<file path="src/rtl/control_sequencer.sv">
// control_sequencer: microprogrammed control unit for the ARC-style datapath.
// Holds the current microword in the MIR, drives the datapath fields from it,
// latches ALU flags into the PSR and selects the next control store address
// (sequential, conditional jump or opcode decode), stalling on slow memory.
module control_sequencer #(
   parameter int unsigned DATAWIDTH_MIR_DIRECTION = 6,
   parameter int unsigned DATAWIDTH_ALU_SELECTION = 4,
   parameter int unsigned DATAWIDTH_DECODEROP     = 8,
   parameter int unsigned DATAWIDTH_CS_ADDRESS    = 11,
   parameter int unsigned DATAWIDTH_MICROWORD     = 41
) (
   input  logic                               CONTROL_SEQUENCER_CLOCK_50,
   input  logic                               CONTROL_SEQUENCER_ResetInHigh_In,
   input  logic [DATAWIDTH_MICROWORD-1:0]     CONTROL_SEQUENCER_Microword_InBus,
   output logic [DATAWIDTH_CS_ADDRESS-1:0]    CONTROL_SEQUENCER_CSAddress_OutBus,
   input  logic [DATAWIDTH_DECODEROP-1:0]     CONTROL_SEQUENCER_DecodeOP_InBus,
   input  logic                               CONTROL_SEQUENCER_IR13_In,
   input  logic                               CONTROL_SEQUENCER_FlagNegative_In,
   input  logic                               CONTROL_SEQUENCER_FlagZero_In,
   input  logic                               CONTROL_SEQUENCER_FlagOverflow_In,
   input  logic                               CONTROL_SEQUENCER_FlagCarry_In,
   input  logic                               CONTROL_SEQUENCER_MemReady_In,
   output logic [DATAWIDTH_MIR_DIRECTION-1:0] CONTROL_SEQUENCER_DirA_OutBus,
   output logic [DATAWIDTH_MIR_DIRECTION-1:0] CONTROL_SEQUENCER_DirB_OutBus,
   output logic [DATAWIDTH_MIR_DIRECTION-1:0] CONTROL_SEQUENCER_DirC_OutBus,
   output logic                               CONTROL_SEQUENCER_SelectA_Out,
   output logic                               CONTROL_SEQUENCER_SelectB_Out,
   output logic                               CONTROL_SEQUENCER_SelectC_Out,
   output logic [DATAWIDTH_ALU_SELECTION-1:0] CONTROL_SEQUENCER_ALUOperation_OutBus,
   output logic                               CONTROL_SEQUENCER_RD_Out,
   output logic                               CONTROL_SEQUENCER_WR_Out,
   output logic [3:0]                         CONTROL_SEQUENCER_PSR_OutBus
);

   // MIR field positions, packed from JADDR at bit 0 upward to A at the top.
   localparam int unsigned COND_W   = 3;
   localparam int unsigned LSB_COND = DATAWIDTH_CS_ADDRESS;
   localparam int unsigned LSB_ALU  = LSB_COND + COND_W;
   localparam int unsigned BIT_WR   = LSB_ALU + DATAWIDTH_ALU_SELECTION;
   localparam int unsigned BIT_RD   = BIT_WR + 1;
   localparam int unsigned BIT_CMUX = BIT_RD + 1;
   localparam int unsigned LSB_C    = BIT_CMUX + 1;
   localparam int unsigned BIT_BMUX = LSB_C + DATAWIDTH_MIR_DIRECTION;
   localparam int unsigned LSB_B    = BIT_BMUX + 1;
   localparam int unsigned BIT_AMUX = LSB_B + DATAWIDTH_MIR_DIRECTION;
   localparam int unsigned LSB_A    = BIT_AMUX + 1;

   typedef logic [DATAWIDTH_CS_ADDRESS-1:0] cs_addr_t;

   typedef enum logic [1:0] {
      ST_FILL,
      ST_RUN,
      ST_STALL
   } state_t;

   state_t                           state_q, state_d;
   logic [DATAWIDTH_MICROWORD-1:0]   mir_q, mir_d;
   cs_addr_t                         upc_q, upc_d;
   logic [3:0]                       psr_q, psr_d;

   logic [DATAWIDTH_MIR_DIRECTION-1:0] mir_a, mir_b, mir_c;
   logic                               mir_amux, mir_bmux, mir_cmux;
   logic                               mir_rd, mir_wr;
   logic [DATAWIDTH_ALU_SELECTION-1:0] mir_alu;
   logic [COND_W-1:0]                  mir_cond;
   cs_addr_t                           mir_jaddr;

   cs_addr_t upc_inc;
   cs_addr_t decode_addr;
   cs_addr_t next_addr;
   logic     branch_taken;
   logic     mem_busy;
   logic     alu_sets_cc;
   logic     write_en;
   logic [3:0] flags_in;

   // Split the MIR into its named fields.
   always_comb begin
      mir_a     = mir_q[LSB_A +: DATAWIDTH_MIR_DIRECTION];
      mir_amux  = mir_q[BIT_AMUX];
      mir_b     = mir_q[LSB_B +: DATAWIDTH_MIR_DIRECTION];
      mir_bmux  = mir_q[BIT_BMUX];
      mir_c     = mir_q[LSB_C +: DATAWIDTH_MIR_DIRECTION];
      mir_cmux  = mir_q[BIT_CMUX];
      mir_rd    = mir_q[BIT_RD];
      mir_wr    = mir_q[BIT_WR];
      mir_alu   = mir_q[LSB_ALU +: DATAWIDTH_ALU_SELECTION];
      mir_cond  = mir_q[LSB_COND +: COND_W];
      mir_jaddr = mir_q[DATAWIDTH_CS_ADDRESS-1:0];
   end

   // Next microaddress: branch conditions test the registered PSR.
   always_comb begin
      upc_inc      = upc_q + 1'b1;
      decode_addr  = cs_addr_t'({1'b1, CONTROL_SEQUENCER_DecodeOP_InBus, 2'b00});
      branch_taken = 1'b0;
      case (mir_cond)
         3'd1:    branch_taken = psr_q[3];
         3'd2:    branch_taken = psr_q[2];
         3'd3:    branch_taken = psr_q[1];
         3'd4:    branch_taken = psr_q[0];
         3'd5:    branch_taken = CONTROL_SEQUENCER_IR13_In;
         3'd6:    branch_taken = 1'b1;
         default: branch_taken = 1'b0;
      endcase
      if (mir_cond == 3'd7) begin
         next_addr = decode_addr;
      end else if (branch_taken) begin
         next_addr = mir_jaddr;
      end else begin
         next_addr = upc_inc;
      end
   end

   // Memory handshake and condition-code qualifiers.
   always_comb begin
      mem_busy    = (mir_rd | mir_wr) & ~CONTROL_SEQUENCER_MemReady_In;
      alu_sets_cc = (mir_alu[DATAWIDTH_ALU_SELECTION-1:2] == '0);
      flags_in    = {CONTROL_SEQUENCER_FlagNegative_In, CONTROL_SEQUENCER_FlagZero_In,
                     CONTROL_SEQUENCER_FlagOverflow_In, CONTROL_SEQUENCER_FlagCarry_In};
   end

   // Sequencer next state: fill, run, or hold on an unfinished memory access.
   always_comb begin
      state_d  = state_q;
      mir_d    = mir_q;
      upc_d    = upc_q;
      psr_d    = psr_q;
      write_en = 1'b0;
      CONTROL_SEQUENCER_CSAddress_OutBus = '0;
      case (state_q)
         ST_FILL: begin
            CONTROL_SEQUENCER_CSAddress_OutBus = '0;
            mir_d   = CONTROL_SEQUENCER_Microword_InBus;
            upc_d   = '0;
            state_d = ST_RUN;
         end
         ST_RUN, ST_STALL: begin
            // A busy cycle re-presents the current address; the completing
            // stall cycle advances exactly as a normal run cycle would.
            if (mem_busy) begin
               CONTROL_SEQUENCER_CSAddress_OutBus = upc_q;
               state_d = ST_STALL;
            end else begin
               CONTROL_SEQUENCER_CSAddress_OutBus = next_addr;
               mir_d    = CONTROL_SEQUENCER_Microword_InBus;
               upc_d    = next_addr;
               write_en = 1'b1;
               state_d  = ST_RUN;
               if (alu_sets_cc) begin
                  psr_d = flags_in;
               end
            end
         end
         default: begin
            state_d = ST_FILL;
         end
      endcase
   end

   // State, MIR, uPC and PSR registers with synchronous reset.
   always_ff @(posedge CONTROL_SEQUENCER_CLOCK_50) begin
      if (CONTROL_SEQUENCER_ResetInHigh_In) begin
         state_q <= ST_FILL;
         mir_q   <= '0;
         upc_q   <= '0;
         psr_q   <= '0;
      end else begin
         state_q <= state_d;
         mir_q   <= mir_d;
         upc_q   <= upc_d;
         psr_q   <= psr_d;
      end
   end

   // Datapath drive; register writes are blocked unless the cycle advances.
   always_comb begin
      CONTROL_SEQUENCER_DirA_OutBus         = mir_a;
      CONTROL_SEQUENCER_SelectA_Out         = mir_amux;
      CONTROL_SEQUENCER_DirB_OutBus         = mir_b;
      CONTROL_SEQUENCER_SelectB_Out         = mir_bmux;
      CONTROL_SEQUENCER_DirC_OutBus         = write_en ? mir_c : '0;
      CONTROL_SEQUENCER_SelectC_Out         = write_en & mir_cmux;
      CONTROL_SEQUENCER_ALUOperation_OutBus = mir_alu;
      CONTROL_SEQUENCER_RD_Out              = mir_rd;
      CONTROL_SEQUENCER_WR_Out              = mir_wr;
      CONTROL_SEQUENCER_PSR_OutBus          = psr_q;
   end

endmodule

</file>
<file path="config.mk">
export PLATFORM = sky130hd
export DESIGN_NAME = control_sequencer
export DESIGN_NICKNAME = d
export VERILOG_FILES = /design/src/rtl/control_sequencer.sv
export SDC_FILE = /design/constraint.sdc
export NUM_CORES = 1
export LEC_CHECK = 0
export CAP_MARGIN = 40
export CORE_AREA = 4 4 85 87
export DETAILED_ROUTE_END_ITERATION = 12
export DIE_AREA = 0 0 89 91
export GPL_TIMING_DRIVEN = 1
export HOLD_SLACK_MARGIN = 0.1
export PLACE_DENSITY = 0.79
export SLEW_MARGIN = 20
export SYNTH_ARGS = -nofsm -noshare
export SYNTH_HDL_FRONTEND = slang
export SYNTH_SLANG_ARGS = --single-unit
</file>
<file path="constraint.sdc">
create_clock -name CONTROL_SEQUENCER_CLOCK_50 -period 3.2 [get_ports CONTROL_SEQUENCER_CLOCK_50]
set_clock_uncertainty 0.05 [all_clocks]
set_input_delay 0.96 -clock CONTROL_SEQUENCER_CLOCK_50 [delete_from_list [all_inputs] [get_ports CONTROL_SEQUENCER_CLOCK_50]]
set_output_delay 0.96 -clock CONTROL_SEQUENCER_CLOCK_50 [all_outputs]
set_load 0.05 [all_outputs]
</file>
==> results.tsv <==
stage	metric	value	unit
worst_setup_path	critical path peak fanout	8	
hold_path	Hold Path Cell Cnt	2	
logic_synthesis	most frequent cell after synthesis	nand2_1	
global_route	largest net degree at the start of global routing	42	
layout	n_diodes	0	
worst_setup_path	r2r worst-path depth	9	
worst_setup_path	worst r2r src	state_q[0]$_SDFF_PP0_	
routing	Post-route DRC	0	
clock_network	clock slew at reported path FFs	0.06	ns
timing	crit path time final	3.21	ns
logic_synthesis	post-synthesis cell type count	47	
flow_run	max cap viols	0	
clock_network	CTS Buf Count	9	
routing	routed vias/inst	5.44	
floorplanning	FP Rows	29	
floorplanning	core area	0.00635	mm2
logic_synthesis	Commonest cells post-synth	nand2_1 (97), dfxtp_1 (58), a21oi_1 (41)	
floorplanning	Chip Width	89	um
timing	Max Clk Rate	311	MHz
layout	utilization after layout	71.0	%
placement	Post-DP Area	0.00403	mm2
logic_synthesis	count of state elements after synthesis	58	
logic_synthesis	post-synth top area cell	dfxtp_1	
worst_setup_path	Worst Path Arrival	2.20	ns
clock_network	CTS tree	built	
layout	Total Nets Final	513	
layout	final std cells w/o fill	534	
routing	first-pass detailed-route iteration total	4	
timing	period utilisation layout	100	%
logic_synthesis	Synth Area in Simple Gates	21.7	%
logic_synthesis	register area share after synthesis	40.1	%
layout	# fillers	465	
logic_synthesis	Yosys warning count	0	
global_route	number of global-route vias before repair	2854	
placement	dpl cells	509	
worst_setup_path	crit path cell chain	buf_6 -> mux2i_4 -> o21ai_4 -> nor2_4 -> buf_8 -> buf_6 -> mux2i_4 -> o21ai_2 -> buf_12	
logic_synthesis	post-synthesis adder-cell area fraction	1.30	%
timing	RSZ-0062 raised after global routing	true	
logic_synthesis	Synth Area in XOR/XNOR	2.42	%
routing	drt wl/cell	15.8	um
timing	Final Hold Vio Count	0	
global_route	gr usage total	20.8	%
timing	Max-slew headroom	63.4	%
placement	HPWL after detailed placement	5850	um
layout	P&R area growth vs syn	55.8	%
worst_setup_path	reg-to-reg endpoint	mir_q[3]$_SDFFE_PP0P_	
routing	WL final	8460	um
power	PD cells	496	mW/mm2
worst_setup_path	largest stage delay on the critical path	0.23	ns
worst_setup_path	Worst setup SP type	input pin	
global_route	first-pass GRT wire length	13300	um
run_status	outcome	complete, but fails checks	
clock_network	clk_lat worst skew	0.34	ns
placement	PortBufs	98	
logic_synthesis	largest family of logic cells by synthesized area	simple AND/OR/NAND/NOR gates	
floorplanning	Top Ports	99	
global_route	total gr overflow	0	
power	Pleak	1.79	nW
layout	fraction of layout cells with a size suffix above 1	23.0	%
logic_synthesis	Syn Nets	423	
logic_synthesis	synth top area cells	dfxtp_1 (40%), nand2_1 (13%), a21oi_1 (7.1%)	
layout	Final Cell Area	0.00451	mm2
clock_network	hold buffers post-CTS	0	
logic_synthesis	Post-synth EDFFs	0	
worst_setup_path	worst endpoint required time	2.19	ns
worst_setup_path	FF-to-FF setup slack	1.08	ns
logic_synthesis	Syn Inst Count	363	
floorplanning	Starting Density	45.6	%
logic_synthesis	Synth Area in Compound Gates	20.3	%
floorplanning	DIE AREA	0.00810	mm2
logic_synthesis	Post-Syn Area	0.00289	mm2
timing	Worst Slack Setup Final	-0.0135	ns
hold_path	hold path endpoint	mir_q[14]$_SDFFE_PP0P_	
routing	antenna-violating nets left	0	
clock_network	root buf cell	clkbuf_8	
clock_network	clk sinks	58	
hold_path	min-delay src	mir_q[14]$_SDFFE_PP0P_	
logic_synthesis	Post-Syn Area per Cell	7.97	um2
logic_synthesis	Post-synth ARST share	0	%
clock_network	Max Buffers Root-to-Sink	2	
run_status	failing checks	negative setup slack	
floorplanning	Die Span Y	91	um
timing	Slew Limit Fails	0	
logic_synthesis	Synth Flop Type	dfxtp_1	
logic_synthesis	Synth top area share	40.1	%
timing	Setup TNS Final	-0.0356	ns
placement	Placer Congestion	0.846	
worst_setup_path	critical path capture point type	output port	
worst_setup_path	kind of critical path	in2out	
global_route	initial antenna violation count	0	
hold_path	worst hold-check path type	reg2reg	
worst_setup_path	cell with the largest stage delay on the worst path	mux2i_4	
routing	vias post-DR	2903	
clock_network	H-tree depth	3	
timing	Final setup viols	4	
power	Peak VDD IR	395	uV
logic_synthesis	post-synthesis mux area share	4.15	%
timing	Slew @ Worst Pin	0.547	ns
routing	DRT iter0 DRCs	104	
power breakdown:
group          switching, W  internal [W]  leakage, nW
logic              0.000423      0.000326         1.21
registers         0.0000520      0.000790        0.479
clock network      0.000282      0.000362       0.0948
total              0.000757       0.00148         1.79
state kept, by name, summed over array words and instances, names as in the netlist:
signal and count:
CONTROL_SEQUENCER_PSR_OutBus 4, state_q 2, upc_q 11, mir_q 41
metal layers:
layer  wire length (um)  track usage, %  vias to the layer above  part of all wire (%)
met5                  0               0                        -                     0
met4                219            10.2                        0                   2.6
met3                886            8.14                       22                    10
met2               3970            32.1                      134                    47
met1               3380            24.9                     1334                    40
li1                   -               -                     1413                     -
how the worst max path moves through the flow:
| stage | from | endpoint | cells after the start | slack, ns |
|---|---|---|---|---|
| floorplan | CONTROL_SEQUENCER_IR13_In | CONTROL_SEQUENCER_CSAddress_OutBus[8] | 6 | -0.19 |
| global placement | CONTROL_SEQUENCER_IR13_In | CONTROL_SEQUENCER_CSAddress_OutBus[6] | 8 | -0.38 |
| detailed placement | CONTROL_SEQUENCER_IR13_In | CONTROL_SEQUENCER_CSAddress_OutBus[6] | 8 | -0.41 |
| CTS | CONTROL_SEQUENCER_IR13_In | CONTROL_SEQUENCER_CSAddress_OutBus[4] | 9 | -0.02 |
| global route | CONTROL_SEQUENCER_IR13_In | CONTROL_SEQUENCER_CSAddress_OutBus[5] | 9 | -0.07 |
| finish | CONTROL_SEQUENCER_IR13_In | CONTROL_SEQUENCER_CSAddress_OutBus[4] | 9 | -0.01 |
through the flow:
step                power, W  setup WS (ns)  hold WS [ns]
finish               0.00223        -0.0135         0.401
global route         0.00233        -0.0679         0.427
CTS                  0.00221        -0.0246         0.406
detailed placement   0.00153         -0.414         0.396
global placement     0.00152         -0.381         0.388
floorplan            0.00128         -0.195         0.381
critical path, delay by kind of cell:
family	cells	cell delay, ns
compound gates	2	0.21
mux	2	0.40
simple gates	1	0.12
buf+inv	4	0.50
kinds of logic after synthesis:
family / Yosys count
flops: 58
mux: 12
xor+xnor: 8
buf+inv: 49
simple gates: 142
fa+ha+maj: 3
compound gates: 91
cell usage in the layout, fill, tap and decap left out, types with 7 or more instances in the layout:
master | Yosys | routed
buf_12 | 0 | 19
nand2_1 | 97 | 96
o21ai_1 | 15 | 7
clkdlybuf4s50_1 | 0 | 77
and3_1 | 8 | 7
nor2_1 | 13 | 12
o21ai_2 | 1 | 8
a21oi_1 | 41 | 41
buf_4 | 19 | 18
dfxtp_1 | 58 | 56
clkbuf_8 | 0 | 13
what timing repair did:
item	4_1_cts	5_1_grt
pin swaps	14	5
endpoints found under the setup margin	11	10
resized for setup	26	22
cloned	0	0
buffers inserted	9	2
hold endpoints to repair	0	0
cell type report:
type	count	area (um2)	share of cell area, %
clock buffers	14	183	4.05
inverters	6	22.5	0.500
flip-flops and latches	58	1160	25.8
well taps	77	96.3	2.14
repair buffers	122	1370	30.5
multi-input cells	256	1660	36.9
clock inverters	1	7.51	0.167
No activity file was read; power rests on OpenSTA's default activity.
